**src/rtl/rv64_pkg.sv**
```systemverilog
// Shared types for the rv64 memory arbiter: engine states, grant encoding, AXI response codes.
// No logic here; imported by the arbiter, its grant selector and the bench.
package rv64_pkg;

    typedef enum logic [1:0] {R_IDLE, R_ADDR, R_DATA, R_RESP} rd_state_e;
    typedef enum logic [1:0] {W_IDLE, W_REQ, W_RESP, W_BACK} wr_state_e;
    typedef enum logic {GrantIm = 1'b0, GrantDm = 1'b1} grant_e;

    localparam logic [1:0] OKAY   = 2'b00;
    localparam logic [1:0] EXOKAY = 2'b01;
    localparam logic [1:0] SLVERR = 2'b10;
    localparam logic [1:0] DECERR = 2'b11;

    function automatic logic [1:0] gnt_onehot(grant_e g);
        return (g == GrantDm) ? 2'b10 : 2'b01;
    endfunction

endpackage

```
**src/rtl/axi_lite_if.sv**
```systemverilog
// AXI-Lite bundle; M drives requests and response-ready, S drives request-ready and responses.
// Pure wiring: no latency, flow control is the plain valid/ready of each channel.
interface axi_lite_if #(
    parameter int ADDR_W = 64,
    parameter int DATA_W = 64
) ();
    logic                  awvalid;
    logic                  awready;
    logic [ADDR_W-1:0]     awaddr;
    logic [2:0]            awprot;
    logic                  wvalid;
    logic                  wready;
    logic [DATA_W-1:0]     wdata;
    logic [DATA_W/8-1:0]   wstrb;
    logic                  bvalid;
    logic                  bready;
    logic [1:0]            bresp;
    logic                  arvalid;
    logic                  arready;
    logic [ADDR_W-1:0]     araddr;
    logic [2:0]            arprot;
    logic                  rvalid;
    logic                  rready;
    logic [DATA_W-1:0]     rdata;
    logic [1:0]            rresp;

    modport M (
        output awvalid, awaddr, awprot, wvalid, wdata, wstrb, bready,
               arvalid, araddr, arprot, rready,
        input  awready, wready, bvalid, bresp, arready, rvalid, rdata, rresp
    );

    modport S (
        input  awvalid, awaddr, awprot, wvalid, wdata, wstrb, bready,
               arvalid, araddr, arprot, rready,
        output awready, wready, bvalid, bresp, arready, rvalid, rdata, rresp
    );
endinterface

```
**src/rtl/rv64_rr_arb2.sv**
```systemverilog
// Two-way grant selector: combinational pick, last-grant register updated on accept.
// Zero latency; the pick holds while accept is low, so a waiting requester is never lost.
module rv64_rr_arb2 import rv64_pkg::*; #(
    parameter int FIXED_PRIO = 0
) (
    input  logic       clk,
    input  logic       rstn,
    input  logic [1:0] req,
    input  logic       accept,
    output grant_e     grant
);
    grant_e last;

    always_comb begin
        grant = GrantIm;
        if (req == 2'b11) begin
            grant = (FIXED_PRIO != 0 || last == GrantIm) ? GrantDm : GrantIm;
        end else if (req[1]) begin
            grant = GrantDm;
        end
    end

    always_ff @(posedge clk) begin
        if (!rstn) begin
            last <= GrantIm;
        end else if (accept) begin
            last <= grant;
        end
    end
endmodule

```
**src/rtl/rv64_mem_arbiter.sv**
```systemverilog
// 2:1 AXI-Lite arbiter (im/dm -> m), independent read and write engines, one outstanding each.
// AR accept to R valid is 4 cycles unstalled; every handshake output is registered and holds under backpressure.
module rv64_mem_arbiter import rv64_pkg::*; #(
    parameter int ADDR_W     = 64,
    parameter int DATA_W     = 64,
    parameter int FIXED_PRIO = 0
) (
    input  logic   clk,
    input  logic   rstn,
    axi_lite_if.S  s_im,
    axi_lite_if.S  s_dm,
    axi_lite_if.M  m
);
    rd_state_e             rd_state;
    grant_e                rd_gnt, rd_pick;
    logic [1:0]            rd_req, ar_rdy, r_vld;
    logic [ADDR_W-1:0]     ar_addr;
    logic [2:0]            ar_prot;
    logic [DATA_W-1:0]     r_data;
    logic [1:0]            r_resp;
    logic                  m_arvalid, m_rready, r_done;

    wr_state_e             wr_state;
    grant_e                wr_gnt, wr_pick;
    logic [1:0]            wr_req, aw_rdy, b_vld;
    logic [ADDR_W-1:0]     aw_addr;
    logic [2:0]            aw_prot;
    logic [DATA_W-1:0]     w_data;
    logic [DATA_W/8-1:0]   w_strb;
    logic [1:0]            b_resp;
    logic                  m_awvalid, m_wvalid, m_bready;
    logic                  aw_done, w_done, aw_fin, w_fin, b_done;

    assign rd_req = {s_dm.arvalid, s_im.arvalid};
    // A write requester only competes once it presents both address and data.
    assign wr_req = {s_dm.awvalid & s_dm.wvalid, s_im.awvalid & s_im.wvalid};
    assign r_done = (r_vld[0] & s_im.rready) | (r_vld[1] & s_dm.rready);
    assign b_done = (b_vld[0] & s_im.bready) | (b_vld[1] & s_dm.bready);
    assign aw_fin = aw_done | (m_awvalid & m.awready);
    assign w_fin  = w_done  | (m_wvalid  & m.wready);

    rv64_rr_arb2 #(.FIXED_PRIO(FIXED_PRIO)) u_rd_arb (
        .clk(clk), .rstn(rstn), .req(rd_req),
        .accept(rd_state == R_IDLE && rd_req != 2'b00), .grant(rd_pick)
    );

    rv64_rr_arb2 #(.FIXED_PRIO(FIXED_PRIO)) u_wr_arb (
        .clk(clk), .rstn(rstn), .req(wr_req),
        .accept(wr_state == W_IDLE && wr_req != 2'b00), .grant(wr_pick)
    );

    always_ff @(posedge clk) begin
        if (!rstn) begin
            rd_state  <= R_IDLE;
            rd_gnt    <= GrantIm;
            ar_addr   <= '0;
            ar_prot   <= '0;
            r_data    <= '0;
            r_resp    <= OKAY;
            ar_rdy    <= 2'b00;
            r_vld     <= 2'b00;
            m_arvalid <= 1'b0;
            m_rready  <= 1'b0;
        end else begin
            ar_rdy <= 2'b00;
            case (rd_state)
                R_IDLE: if (rd_req != 2'b00) begin
                    rd_gnt   <= rd_pick;
                    ar_addr  <= (rd_pick == GrantDm) ? s_dm.araddr : s_im.araddr;
                    ar_prot  <= (rd_pick == GrantDm) ? s_dm.arprot : s_im.arprot;
                    ar_rdy   <= gnt_onehot(rd_pick);
                    rd_state <= R_ADDR;
                end
                R_ADDR: if (m_arvalid && m.arready) begin
                    m_arvalid <= 1'b0;
                    rd_state  <= R_DATA;
                end else begin
                    m_arvalid <= 1'b1;
                end
                R_DATA: if (m_rready && m.rvalid) begin
                    r_data   <= m.rdata;
                    r_resp   <= m.rresp;
                    m_rready <= 1'b0;
                    r_vld    <= gnt_onehot(rd_gnt);
                    rd_state <= R_RESP;
                end else begin
                    m_rready <= 1'b1;
                end
                R_RESP: if (r_done) begin
                    r_vld    <= 2'b00;
                    rd_state <= R_IDLE;
                end
                default: rd_state <= R_IDLE;
            endcase
        end
    end

    always_ff @(posedge clk) begin
        if (!rstn) begin
            wr_state  <= W_IDLE;
            wr_gnt    <= GrantIm;
            aw_addr   <= '0;
            aw_prot   <= '0;
            w_data    <= '0;
            w_strb    <= '0;
            b_resp    <= OKAY;
            aw_rdy    <= 2'b00;
            b_vld     <= 2'b00;
            m_awvalid <= 1'b0;
            m_wvalid  <= 1'b0;
            m_bready  <= 1'b0;
            aw_done   <= 1'b0;
            w_done    <= 1'b0;
        end else begin
            aw_rdy <= 2'b00;
            case (wr_state)
                W_IDLE: if (wr_req != 2'b00) begin
                    wr_gnt   <= wr_pick;
                    aw_addr  <= (wr_pick == GrantDm) ? s_dm.awaddr : s_im.awaddr;
                    aw_prot  <= (wr_pick == GrantDm) ? s_dm.awprot : s_im.awprot;
                    w_data   <= (wr_pick == GrantDm) ? s_dm.wdata  : s_im.wdata;
                    w_strb   <= (wr_pick == GrantDm) ? s_dm.wstrb  : s_im.wstrb;
                    aw_rdy   <= gnt_onehot(wr_pick);
                    wr_state <= W_REQ;
                end
                W_REQ: if (aw_fin && w_fin) begin
                    m_awvalid <= 1'b0;
                    m_wvalid  <= 1'b0;
                    aw_done   <= 1'b0;
                    w_done    <= 1'b0;
                    wr_state  <= W_RESP;
                end else begin
                    // AW and W retire independently; each valid drops after its own handshake.
                    m_awvalid <= !aw_fin;
                    aw_done   <= aw_fin;
                    m_wvalid  <= !w_fin;
                    w_done    <= w_fin;
                end
                W_RESP: if (m_bready && m.bvalid) begin
                    b_resp   <= m.bresp;
                    m_bready <= 1'b0;
                    b_vld    <= gnt_onehot(wr_gnt);
                    wr_state <= W_BACK;
                end else begin
                    m_bready <= 1'b1;
                end
                W_BACK: if (b_done) begin
                    b_vld    <= 2'b00;
                    wr_state <= W_IDLE;
                end
                default: wr_state <= W_IDLE;
            endcase
        end
    end

    assign s_im.arready = ar_rdy[0];
    assign s_dm.arready = ar_rdy[1];
    assign s_im.rvalid  = r_vld[0];
    assign s_dm.rvalid  = r_vld[1];
    assign s_im.rdata   = r_data;
    assign s_dm.rdata   = r_data;
    assign s_im.rresp   = r_resp;
    assign s_dm.rresp   = r_resp;
    assign s_im.awready = aw_rdy[0];
    assign s_dm.awready = aw_rdy[1];
    assign s_im.wready  = aw_rdy[0];
    assign s_dm.wready  = aw_rdy[1];
    assign s_im.bvalid  = b_vld[0];
    assign s_dm.bvalid  = b_vld[1];
    assign s_im.bresp   = b_resp;
    assign s_dm.bresp   = b_resp;

    assign m.arvalid = m_arvalid;
    assign m.araddr  = ar_addr;
    assign m.arprot  = ar_prot;
    assign m.rready  = m_rready;
    assign m.awvalid = m_awvalid;
    assign m.awaddr  = aw_addr;
    assign m.awprot  = aw_prot;
    assign m.wvalid  = m_wvalid;
    assign m.wdata   = w_data;
    assign m.wstrb   = w_strb;
    assign m.bready  = m_bready;
endmodule

```
**src/flat_wrapper.sv**
```systemverilog
// flat-port wrapper written by rule: the top's interface ports become plain ports
module rv64_mem_arbiter_flat import rv64_pkg::*;
#(
    parameter int ADDR_W     = 64,
    parameter int DATA_W     = 64,
    parameter int FIXED_PRIO = 0
)
  (clk, rstn, s_im_awvalid, s_im_awaddr, s_im_awprot, s_im_wvalid, s_im_wdata, s_im_wstrb, s_im_bready, s_im_arvalid, s_im_araddr, s_im_arprot, s_im_rready, s_im_awready, s_im_wready, s_im_bvalid, s_im_bresp, s_im_arready, s_im_rvalid, s_im_rdata, s_im_rresp, s_dm_awvalid, s_dm_awaddr, s_dm_awprot, s_dm_wvalid, s_dm_wdata, s_dm_wstrb, s_dm_bready, s_dm_arvalid, s_dm_araddr, s_dm_arprot, s_dm_rready, s_dm_awready, s_dm_wready, s_dm_bvalid, s_dm_bresp, s_dm_arready, s_dm_rvalid, s_dm_rdata, s_dm_rresp, m_awvalid, m_awaddr, m_awprot, m_wvalid, m_wdata, m_wstrb, m_bready, m_arvalid, m_araddr, m_arprot, m_rready, m_awready, m_wready, m_bvalid, m_bresp, m_arready, m_rvalid, m_rdata, m_rresp);
  axi_lite_if #(.ADDR_W(ADDR_W), .DATA_W(DATA_W)) s_im_i ();
  axi_lite_if #(.ADDR_W(ADDR_W), .DATA_W(DATA_W)) s_dm_i ();
  axi_lite_if #(.ADDR_W(ADDR_W), .DATA_W(DATA_W)) m_i ();
  input  logic clk;
  input  logic rstn;
  input wire logic [$bits(s_im_i.awvalid)-1:0] s_im_awvalid;
  input wire logic [$bits(s_im_i.awaddr)-1:0] s_im_awaddr;
  input wire logic [$bits(s_im_i.awprot)-1:0] s_im_awprot;
  input wire logic [$bits(s_im_i.wvalid)-1:0] s_im_wvalid;
  input wire logic [$bits(s_im_i.wdata)-1:0] s_im_wdata;
  input wire logic [$bits(s_im_i.wstrb)-1:0] s_im_wstrb;
  input wire logic [$bits(s_im_i.bready)-1:0] s_im_bready;
  input wire logic [$bits(s_im_i.arvalid)-1:0] s_im_arvalid;
  input wire logic [$bits(s_im_i.araddr)-1:0] s_im_araddr;
  input wire logic [$bits(s_im_i.arprot)-1:0] s_im_arprot;
  input wire logic [$bits(s_im_i.rready)-1:0] s_im_rready;
  output wire logic [$bits(s_im_i.awready)-1:0] s_im_awready;
  output wire logic [$bits(s_im_i.wready)-1:0] s_im_wready;
  output wire logic [$bits(s_im_i.bvalid)-1:0] s_im_bvalid;
  output wire logic [$bits(s_im_i.bresp)-1:0] s_im_bresp;
  output wire logic [$bits(s_im_i.arready)-1:0] s_im_arready;
  output wire logic [$bits(s_im_i.rvalid)-1:0] s_im_rvalid;
  output wire logic [$bits(s_im_i.rdata)-1:0] s_im_rdata;
  output wire logic [$bits(s_im_i.rresp)-1:0] s_im_rresp;
  input wire logic [$bits(s_dm_i.awvalid)-1:0] s_dm_awvalid;
  input wire logic [$bits(s_dm_i.awaddr)-1:0] s_dm_awaddr;
  input wire logic [$bits(s_dm_i.awprot)-1:0] s_dm_awprot;
  input wire logic [$bits(s_dm_i.wvalid)-1:0] s_dm_wvalid;
  input wire logic [$bits(s_dm_i.wdata)-1:0] s_dm_wdata;
  input wire logic [$bits(s_dm_i.wstrb)-1:0] s_dm_wstrb;
  input wire logic [$bits(s_dm_i.bready)-1:0] s_dm_bready;
  input wire logic [$bits(s_dm_i.arvalid)-1:0] s_dm_arvalid;
  input wire logic [$bits(s_dm_i.araddr)-1:0] s_dm_araddr;
  input wire logic [$bits(s_dm_i.arprot)-1:0] s_dm_arprot;
  input wire logic [$bits(s_dm_i.rready)-1:0] s_dm_rready;
  output wire logic [$bits(s_dm_i.awready)-1:0] s_dm_awready;
  output wire logic [$bits(s_dm_i.wready)-1:0] s_dm_wready;
  output wire logic [$bits(s_dm_i.bvalid)-1:0] s_dm_bvalid;
  output wire logic [$bits(s_dm_i.bresp)-1:0] s_dm_bresp;
  output wire logic [$bits(s_dm_i.arready)-1:0] s_dm_arready;
  output wire logic [$bits(s_dm_i.rvalid)-1:0] s_dm_rvalid;
  output wire logic [$bits(s_dm_i.rdata)-1:0] s_dm_rdata;
  output wire logic [$bits(s_dm_i.rresp)-1:0] s_dm_rresp;
  output wire logic [$bits(m_i.awvalid)-1:0] m_awvalid;
  output wire logic [$bits(m_i.awaddr)-1:0] m_awaddr;
  output wire logic [$bits(m_i.awprot)-1:0] m_awprot;
  output wire logic [$bits(m_i.wvalid)-1:0] m_wvalid;
  output wire logic [$bits(m_i.wdata)-1:0] m_wdata;
  output wire logic [$bits(m_i.wstrb)-1:0] m_wstrb;
  output wire logic [$bits(m_i.bready)-1:0] m_bready;
  output wire logic [$bits(m_i.arvalid)-1:0] m_arvalid;
  output wire logic [$bits(m_i.araddr)-1:0] m_araddr;
  output wire logic [$bits(m_i.arprot)-1:0] m_arprot;
  output wire logic [$bits(m_i.rready)-1:0] m_rready;
  input wire logic [$bits(m_i.awready)-1:0] m_awready;
  input wire logic [$bits(m_i.wready)-1:0] m_wready;
  input wire logic [$bits(m_i.bvalid)-1:0] m_bvalid;
  input wire logic [$bits(m_i.bresp)-1:0] m_bresp;
  input wire logic [$bits(m_i.arready)-1:0] m_arready;
  input wire logic [$bits(m_i.rvalid)-1:0] m_rvalid;
  input wire logic [$bits(m_i.rdata)-1:0] m_rdata;
  input wire logic [$bits(m_i.rresp)-1:0] m_rresp;
  assign s_im_i.awvalid = s_im_awvalid;
  assign s_im_i.awaddr = s_im_awaddr;
  assign s_im_i.awprot = s_im_awprot;
  assign s_im_i.wvalid = s_im_wvalid;
  assign s_im_i.wdata = s_im_wdata;
  assign s_im_i.wstrb = s_im_wstrb;
  assign s_im_i.bready = s_im_bready;
  assign s_im_i.arvalid = s_im_arvalid;
  assign s_im_i.araddr = s_im_araddr;
  assign s_im_i.arprot = s_im_arprot;
  assign s_im_i.rready = s_im_rready;
  assign s_im_awready = s_im_i.awready;
  assign s_im_wready = s_im_i.wready;
  assign s_im_bvalid = s_im_i.bvalid;
  assign s_im_bresp = s_im_i.bresp;
  assign s_im_arready = s_im_i.arready;
  assign s_im_rvalid = s_im_i.rvalid;
  assign s_im_rdata = s_im_i.rdata;
  assign s_im_rresp = s_im_i.rresp;
  assign s_dm_i.awvalid = s_dm_awvalid;
  assign s_dm_i.awaddr = s_dm_awaddr;
  assign s_dm_i.awprot = s_dm_awprot;
  assign s_dm_i.wvalid = s_dm_wvalid;
  assign s_dm_i.wdata = s_dm_wdata;
  assign s_dm_i.wstrb = s_dm_wstrb;
  assign s_dm_i.bready = s_dm_bready;
  assign s_dm_i.arvalid = s_dm_arvalid;
  assign s_dm_i.araddr = s_dm_araddr;
  assign s_dm_i.arprot = s_dm_arprot;
  assign s_dm_i.rready = s_dm_rready;
  assign s_dm_awready = s_dm_i.awready;
  assign s_dm_wready = s_dm_i.wready;
  assign s_dm_bvalid = s_dm_i.bvalid;
  assign s_dm_bresp = s_dm_i.bresp;
  assign s_dm_arready = s_dm_i.arready;
  assign s_dm_rvalid = s_dm_i.rvalid;
  assign s_dm_rdata = s_dm_i.rdata;
  assign s_dm_rresp = s_dm_i.rresp;
  assign m_awvalid = m_i.awvalid;
  assign m_awaddr = m_i.awaddr;
  assign m_awprot = m_i.awprot;
  assign m_wvalid = m_i.wvalid;
  assign m_wdata = m_i.wdata;
  assign m_wstrb = m_i.wstrb;
  assign m_bready = m_i.bready;
  assign m_arvalid = m_i.arvalid;
  assign m_araddr = m_i.araddr;
  assign m_arprot = m_i.arprot;
  assign m_rready = m_i.rready;
  assign m_i.awready = m_awready;
  assign m_i.wready = m_wready;
  assign m_i.bvalid = m_bvalid;
  assign m_i.bresp = m_bresp;
  assign m_i.arready = m_arready;
  assign m_i.rvalid = m_rvalid;
  assign m_i.rdata = m_rdata;
  assign m_i.rresp = m_rresp;
  rv64_mem_arbiter #(.ADDR_W(ADDR_W), .DATA_W(DATA_W), .FIXED_PRIO(FIXED_PRIO)) u_core (.clk(clk), .rstn(rstn), .s_im(s_im_i), .s_dm(s_dm_i), .m(m_i));
endmodule
```
**config.mk**
```make
export PLATFORM = sky130hd
export DESIGN_NAME = rv64_mem_arbiter_flat
export DESIGN_NICKNAME = d
export VERILOG_FILES = /design/src/rtl/rv64_pkg.sv /design/src/rtl/axi_lite_if.sv /design/src/rtl/rv64_rr_arb2.sv /design/src/rtl/rv64_mem_arbiter.sv /design/src/flat_wrapper.sv
export SDC_FILE = /design/constraint.sdc
export NUM_CORES = 1
export LEC_CHECK = 0
export BUFFER_PORTS_ARGS = -buffer_cell sky130_fd_sc_hd__clkbuf_2
export CORE_AREA = 2 2 337 339
export CTS_CLUSTER_DIAMETER = 60
export CTS_CLUSTER_SIZE = 30
export DETAILED_ROUTE_END_ITERATION = 16
export DIE_AREA = 0 0 339 341
export GPL_TIMING_DRIVEN = 0
export SLEW_MARGIN = 15
export SYNTH_ARGS = -nofsm -noshare
export SYNTH_HDL_FRONTEND = slang
export SYNTH_SLANG_ARGS = --single-unit
```
**constraint.sdc**
```tcl
create_clock -name clk -period 2.1 [get_ports clk]
set_clock_uncertainty 0.15 [all_clocks]
set_input_delay 0.42 -clock clk [delete_from_list [all_inputs] [get_ports clk]]
set_output_delay 0.42 -clock clk [all_outputs]
set_load 0.02 [all_outputs]
```
==> flow_summary.yaml, run 1 <==
drt:
  first_pass_iters: 5
  drtIter0Drc: 719
  antenna_left: 0
  drt_wl_total_mm: 102
  drc: 0
  via_count: 15900
  avgViaCountPerCell: 3.80
  routedWlPerCell_um: 24.3
synthesis:
  synth_top_area_frac: 0.454
  seq_area_frac_synth: 0.454
  yosysTopAreaCell: "dfxtp_1"
  synth_edf_count: 0
  synthTopCellsByArea: "dfxtp_1 45%, mux2i_1 16%, nand2_1 6.2%, o21ai_0 5.6%, a21oi_1 5.4%"
  ys_warn_count: 0
  synth_cell_type_count: 31
  synth_nets: 1895
  synth_flop_cell: "dfxtp_1"
  syn_inst: 1390
  synth_seq_cells: 295
  synthesis.area_sq_um: 13000
  ys_top_cells_by_count: "295 x dfxtp_1, 216 x nand2_1, 214 x mux2i_1"
  synth-async-reset-ratio: 0
  yosysMostFrequentCell: "dfxtp_1"
  postSynthAreaPerCell_sq_um: 9.36
critical_path:
  worstSetupEndpointType: "output port"
  path_cells: "buf_4 -> clkbuf_2"
  r2r_start: "u_core.wr_state[1]"
  cp-start-kind: "register"
  path_max_fanout: 3
  crit_slowest_cell: "dfxtp_1"
  reg2reg_slack_ns: 0.08
  r2r_cells: 7
  critical_path.max_stage_delay_ns: 0.56
  timing_worst_setup_path_type: "register to output port"
  crit_required_ns: 1.53
  r2r-end: "u_core.m.wdata[11]"
  crit_arrival_ns: 1.48
global_routing:
  grt_pass1_vias: 15700
  grt_pass1_wl_mm: 133
  grt_overflow: 0
  grt_max_degree: 19
  antenna_found_initial: 38
  grt_use_total: 0.168
final_layout:
  post-route-util: 0.217
  multi_input_area_sq_um: 6040
  fin_nets: 3139
  seq_area_sq_um: 5910
  layout-drive-gt1-share: 0.410
  fillers: 12400
  stdcell_count: 4182
  syn_to_final_growth_pct: 87.1
  final_cell_area_sq_um: 24300
place:
  pre_cts_slack_ns: -0.784
  dp_hpwl_mm: 85.5
  port_buffers: 852
  dp_cells: 3742
  place_area_sq_um: 19100
  gp_congestion: 0.909
sta:
  fin_setup_tns_ns: 0
  rsz0062_at_grt: "true"
  finalHoldViolations: 0
  drv_slew: 0
  finalWorstSetupSlack_ns: 0.0520
  layout_worst_path_cycle_share: 0.975
  final-setup-viol-count: 0
  slew_headroom: 0.277
  hold_ws_ns: 0.0428
  timing.fmax_mhz: 488
  layout_min_cycle_time_ns: 2.05
  tightest_slew_ns: 1.09
floorplan:
  fp.coreArea_sq_um: 112000
  start_util: 0.116
  die_w_um: 339
  fp-row-count: 123
  die_y_um: 341
  pin_count: 854
  dieArea_sq_um: 116000
cts:
  cts.path.max_buffers: 3
  cts_tree: "yes"
  cts_sinks: 295
  cts_buffers: 39
  insertion_delay_ns: 0.59
  clk_pin_slew_ns: 0.07
  cts_setup_buffers: 0
  clockRootBuffer: "clkbuf_16"
  h-tree-depth: 2
min_path:
  worstHoldEndpoint: "u_core.m.wdata[57]"
  whs_path_depth: 3
  hp-start: "s_im_wdata[57]"
  min-delay-path-class: "input pin to register"
power_and_ir_drop:
  power_frac_seq: 0.326
  switching_share: 0.402
  p_switching_mw: 9.18
  p_leak_nw: 11.7
  vdd_drop_max_uv: 603
  pwr-share-clk: 0.314
  power.internal_mw: 13.6
  power_density_nw_per_um2: 937
  p_total_mw: 22.8
  p_comb_frac: 0.359
flow_run:
  max_cap_viol_count: 0
run_status:
  status: "finished clean"
[cells by family after synthesis]
logic type,Yosys count,share of synthesized area
DFF,295,0.454
adders and majority gates,8,0.00770
and+or+nand+nor,240,0.0726
muxes,214,0.165
buffers and inverters,195,0.0898
AOI/OAI and AO/OA,438,0.211
[layout by cell type (no fill, tap or decap), types with 3 or more instances in the layout]
cell type	count
inv_6	4
a21boi_0	70
clkbuf_1	31
buf_6	5
mux2i_2	4
a22oi_1	3
o211a_1	68
clkbuf_16	39
clkbuf_2	872
ha_1	7
mux2i_4	5
mux2i_1	205
clkbuf_4	15
o21ai_0	145
diode_2	19
buf_4	85
clkinv_8	11
nand2_1	216
buf_1	3
dlygate4sd3_1	351
nor2_1	5
clkinv_2	4
a21oi_1	141
and3_1	3
clkbuf_8	3
dfxtp_1	294
a22o_1	3
buf_8	8
buf_2	20
nor2b_1	8
inv_1	7
[flip-flops by register name, indices dropped and copies added, names as in the netlist, 2 cells and up]
name and cells:
u_core.m.araddr 64, u_core.m.awaddr 64, u_core.m.wdata 64, u_core.s_dm.rdata 64
u_core.m.wstrb 8, u_core.m.arprot 3, u_core.m.awprot 3, u_core.ar_rdy 2
u_core.aw_rdy 2, u_core.b_vld 2, u_core.r_vld 2, u_core.rd_state 2
u_core.s_dm.bresp 2, u_core.s_dm.rresp 2, u_core.wr_state 2
[power by group through the flow]
stage	clock network [mW]	logic, mW	registers [mW]
final	7.17	8.20	7.44
after global routing	7.53	8.72	7.55
after CTS	7.37	8.10	7.42
after detailed placement	0	7.39	7.52
after global placement	0	7.34	7.49
after floorplan	0	2.70	8.72
[area by class of cell]
type | instances | share of cell area
Tap cell | 1500 | 0.0771
Multi-Input combinational cell | 900 | 0.248
Inverter | 7 | 0.00108
Clock buffer | 42 | 0.0414
Timing Repair Buffer | 1203 | 0.320
Buffer | 188 | 0.0528
Antenna cell | 19 | 0.00195
Sequential cell | 295 | 0.243
Clock inverter | 28 | 0.0152
[what timing repair did]
action,CTS,global route
setup endpoints to repair,233,235
hold buffers,351,0
hold endpoints to repair,235,0
gates resized for setup,48,64
[worst max-delay path, delay by kind of cell, from the launching register on]
| family | cells | cell delay, ns |
|---|---|---|
| buffers and inverters | 2 | 0.34 |
| flip-flops | 1 | 0.56 |
[per-layer routing]
layer	routed length (um)	vias up	track usage
met1	43800	7626	0.208
met3	6840	161	0.0437
met5	54	-	0
li1	-	7330	-
met2	47600	765	0.279
met4	3550	8	0.0582
[worst max-delay path by stage]
stage / slack (ns) / from / to
after floorplan: 0.43 / u_core.rd_state[0] / u_core.s_dm.rdata[44]
after detailed placement: -0.78 / s_dm_awvalid / u_core.m.wdata[9]
after global placement: -0.78 / s_dm_awvalid / u_core.m.wdata[9]
after CTS: 0.003 / u_core.wr_state[0] / u_core.m.awaddr[33]
after global routing: -0.01 / u_core.wr_state[0] / u_core.m.awaddr[31]
final: 0.05 / u_core.s_dm.rdata[63] / s_im_rdata[63]
Note: power is estimated with default switching activity, not from simulation.
==> inputs of run 2 (changes only) <==
Settings changed: RECOVER_POWER set to 25.
==> run 2 against run 1 <==
  * Flip-flop and latch count is the same
  * Combinational power shrank 2%
  * Maximum frequency grew 0.35%
  * Setup slack gained 0.0072 ns
  * Critical endpoint unchanged
==> flow_summary.yaml, run 2 (synthesis gave the netlist of run 1 again) <==
drt:
  drtIter0Drc: 801
  avgViaCountPerCell: 3.81
  drt_wl_total_mm: 102
  routedWlPerCell_um: 24.3
  via_count: 15900
  first_pass_iters: 6
  antenna_left: 0
  drc: 0
global_routing:
  antenna_found_initial: 38
  grt_use_total: 0.168
  grt_pass1_wl_mm: 133
  grt_max_degree: 19
  grt_pass1_vias: 15700
  grt_overflow: 0
floorplan:
  fp.coreArea_sq_um: 112000
  start_util: 0.116
  fp-row-count: 123
  die_y_um: 341
  dieArea_sq_um: 116000
  die_w_um: 339
  pin_count: 854
place:
  dp_cells: 3742
  gp_congestion: 0.909
  port_buffers: 852
  dp_hpwl_mm: 85.5
  pre_cts_slack_ns: -0.784
power_and_ir_drop:
  p_leak_nw: 11.2
  power_density_nw_per_um2: 937
  vdd_drop_max_uv: 604
  p_total_mw: 22.6
sta:
  finalWorstSetupSlack_ns: 0.0591
  fin_setup_tns_ns: 0
  final-setup-viol-count: 0
  layout_min_cycle_time_ns: 2.04
  drv_slew: 0
  tightest_slew_ns: 0.996
  slew_headroom: 0.336
  timing.fmax_mhz: 490
  layout_worst_path_cycle_share: 0.972
  finalHoldViolations: 0
  rsz0062_at_grt: "true"
critical_path:
  reg2reg_slack_ns: 0.09
  crit_arrival_ns: 1.47
  crit_required_ns: 1.53
  cp-start-kind: "register"
  setup.worst_path.start: "u_core.s_dm.rdata[63]"
  timing_worst_setup_path_type: "register to output port"
  r2r_start: "u_core.wr_state[1]"
  worstSetupEndpointType: "output port"
  path_max_fanout: 3
min_path:
  hp-start: "s_im_wdata[57]"
  min-delay-path-class: "input pin to register"
final_layout:
  final_cell_mix: "719 x clkbuf_2, 351 x dlygate4sd3_1, 294 x dfxtp_1"
  stdcell_count: 4181
  final_common_cell: "clkbuf_2"
  layout-drive-gt1-share: 0.352
  syn_to_final_growth_pct: 85.6
  fin_nets: 3139
cts:
  clockRootBuffer: "clkbuf_16"
  h-tree-depth: 2
  insertion_delay_ns: 0.59
  cts_sinks: 295
  cts_setup_buffers: 0
  cts.path.max_buffers: 3
  cts_buffers: 39
  clk_pin_slew_ns: 0.07
  cts_tree: "yes"
flow_run:
  max_cap_viol_count: 0
run_status:
  status: "finished clean"
-- run 2: critical path, stage by stage, from the launching register on --
cell and delay, ns:
dfxtp_1 0.55, buf_4 0.18, clkbuf_2 0.16
-- run 2: layout make-up --
type	instances	area (sq um)
Buffer	188	1280
Multi-Input combinational cell	900	6040
Inverter	7	26.3
Clock buffer	42	1010
Timing Repair Buffer	1203	7590
Sequential cell	295	5910
Clock inverter	28	370
Tap cell	1500	1880
Antenna cell	18	45.0
Fill cell	12400	87700
-- run 2: final timing paths --
kind                            depth (start not counted)             endpoint
worst max-delay path                                    2       s_im_rdata[63]
worst max register to register                          7  u_core.m.awaddr[14]
worst min register to register                          2        u_core.w_done
worst min-delay path                                    3   u_core.m.wdata[57]
-- run 2: per-stage QoR --
stage                     hold slack (ns)   util  instance area [sq um]
after floorplan                     0.303      -                  13000
after global placement              0.313  0.171                  19100
after detailed placement            0.327  0.171                  19100
after CTS                        0.000897  0.216                  24200
after global routing               0.0154  0.216                  24100
final                              0.0409  0.216                  24100
-- run 2: report_power, final --
part	leakage [nW]	internal, mW	switching, mW	total [mW]
registers	2.43	6.74	0.692	7.44
logic	8.10	2.78	5.23	8.01
clock network	0.663	3.92	3.24	7.16
-- run 2: per-layer routing --
metal	vias to the layer above	share of wire	track usage
met5	-	0.00046	0
met4	8	0.035	0.0582
li1	7334	-	-
met3	164	0.072	0.0437
met2	811	0.47	0.279
met1	7620	0.42	0.208
-- run 2: repair_timing --
item,4_1_cts,5_1_grt
pin swaps,0,0
endpoints found under the hold margin,235,0
hold buffers,351,0
endpoints found under the setup margin,233,235
gates resized for setup,48,64
gates cloned,0,0
==> inputs of run 3 (changes only) <==
==> constraint.sdc (replaced) <==
create_clock -name clk -period 2.1 [get_ports clk]
set_clock_uncertainty 0.15 [all_clocks]
set_input_delay 0.315 -clock clk [delete_from_list [all_inputs] [get_ports clk]]
set_output_delay 0.315 -clock clk [all_outputs]
set_load 0.02 [all_outputs]
==> run 3 against run 2 <==
  * Core utilization is 1.2 points higher
  * Final area rose by 5.6%
  * Flip-flop and latch count did not move
  * Via count grew 5.0%
  * Non-clock buffer count increased by 131
  * Clock power is essentially flat
  * Maximum frequency grew 1.4%
  * Critical endpoint is now u_core.m.wdata[52]
  * Highest routed layer unchanged
==> flow_summary.yaml, run 3 (synthesis gave the netlist of run 1 again) <==
sta:
  tightest_slew_ns: 1.01
  slew_headroom: 0.324
  drv_slew: 0
  rsz0062_at_grt: "false"
  layout_worst_path_cycle_share: 0.958
  hold_ws_ns: 0.0860
  finalWorstSetupSlack_ns: 0.0875
  finalHoldViolations: 0
  final-setup-viol-count: 0
  layout_min_cycle_time_ns: 2.01
  timing.fmax_mhz: 497
critical_path:
  critical_path.max_stage_delay_ns: 0.37
  cp-start-kind: "register"
  crit_arrival_ns: 2.33
  crit_slowest_cell: "mux2i_1"
  path_max_fanout: 10
  crit_required_ns: 2.42
  path_cells: "a31oi_2 -> buf_6 -> buf_12 -> buf_8 -> mux2i_1 -> a21oi_1"
  worstSetupEndpointType: "register"
  timing_worst_setup_path_type: "register to register"
min_path:
  min-delay-path-class: "input pin to register"
floorplan:
  fp.coreArea_sq_um: 112000
  fp-row-count: 123
  pin_count: 854
  dieArea_sq_um: 116000
  start_util: 0.116
  die_w_um: 339
  die_y_um: 341
drt:
  avgViaCountPerCell: 3.87
  drc: 0
  drt_wl_total_mm: 105
  drtIter0Drc: 783
  via_count: 16700
  first_pass_iters: 5
  routedWlPerCell_um: 24.2
  antenna_left: 0
global_routing:
  grt.met3_usage: 0.0498
  global_route.usage.met2: 0.283
  grt_pass1_wl_mm: 137
  grt_use_total: 0.172
  grt_most_used_layer: "met2"
  grt_max_degree: 19
  grt_pass1_vias: 16700
  grt.met1_usage: 0.206
  grt_overflow: 0
  antenna_found_initial: 45
cts:
  insertion_delay_ns: 0.59
  cts_buffers: 39
  clk_pin_slew_ns: 0.07
  cts_sinks: 295
  cts_tree: "yes"
  clockRootBuffer: "clkbuf_16"
  cts.path.max_buffers: 3
  h-tree-depth: 2
final_layout:
  fillers: 12300
  layout-drive-gt1-share: 0.335
  fin_nets: 3270
  syn_to_final_growth_pct: 95.9
  final_common_cell: "clkbuf_2"
  final_cell_area_sq_um: 25500
  final_cell_mix: "712 x clkbuf_2, 480 x dlygate4sd3_1, 295 x dfxtp_1"
place:
  gp_congestion: 0.909
  port_buffers: 852
  dp_hpwl_mm: 85.5
  pre_cts_slack_ns: -0.679
  place_area_sq_um: 19100
flow_run:
  max_cap_viol_count: 0
power_and_ir_drop:
  vdd_drop_max_uv: 629
  p_total_mw: 22.9
  p_leak_nw: 11.7
  power_density_nw_per_um2: 900
run_status:
  status: "finished clean"
## run 3: cell types whose count changed in the layout (fill, tap and decap cells not counted), moves of 2 or more
cell	change
dlygate4sd3_1	+129
clkbuf_2	-7
diode_2	+10
clkbuf_4	+2
clkbuf_1	+6
## run 3: cell type report
type / instances / area (sq um) / share of cell area
Multi-Input combinational cell: 900 / 6040 / 0.237
Sequential cell: 295 / 5910 / 0.232
Clock buffer: 42 / 1010 / 0.0395
Inverter: 7 / 26.3 / 0.00103
Tap cell: 1500 / 1880 / 0.0736
Clock inverter: 28 / 370 / 0.0145
Antenna cell: 28 / 70.1 / 0.00275
Timing Repair Buffer: 1334 / 8900 / 0.349
Buffer: 188 / 1290 / 0.0505
## run 3: path summary, 6_finish.rpt
path	start	end	slack, ns	cells after the start
setup reg to reg	u_core.wr_gnt	u_core.m.wdata[52]	0.09	6
hold reg to reg	u_core.w_done	u_core.w_done	0.34	2
hold / removal	s_dm_rready	u_core.r_vld[1]	0.09	5
setup / recovery	u_core.wr_gnt	u_core.m.wdata[52]	0.09	6
## run 3: metrics by stage
stage,util,setup TNS [ns],cells
floorplan,-,0,1390
detailed placement,0.171,-85.36,3742
global route,0.227,0,4310
global placement,0.171,-85.99,3742
CTS,0.228,0,4290
finish,0.228,0,4322
## run 3: metal layers
metal | share of wire | routed length, um
met5 | 0.00080 | 84
met4 | 0.046 | 4850
met3 | 0.077 | 8060
met2 | 0.46 | 48300
met1 | 0.41 | 43300
## run 3: report_power, final
| group | switching (mW) | internal [mW] | total [mW] |
|---|---|---|---|
| sequential | 0.697 | 6.74 | 7.44 |
| combinational | 5.35 | 2.97 | 8.33 |
| clock | 3.25 | 3.92 | 7.17 |
| total | 9.30 | 13.6 | 22.9 |
## run 3: repair_timing
| action | CTS | global route |
|---|---|---|
| buffers inserted | 0 | 1 |
| setup endpoints to repair | 232 | 237 |
| hold buffers | 478 | 2 |
| endpoints found under the hold margin | 277 | 1 |
| cloned | 0 | 1 |
| pin swaps | 0 | 0 |
| gates resized for setup | 47 | 66 |
## run 3: worst max-delay path: cells and delay by family (launching register included)
family | cells | cell delay (ns)
DFF | 1 | 0.34
AOI/OAI and AO/OA | 2 | 0.39
muxes | 1 | 0.37
buffers and inverters | 3 | 0.65
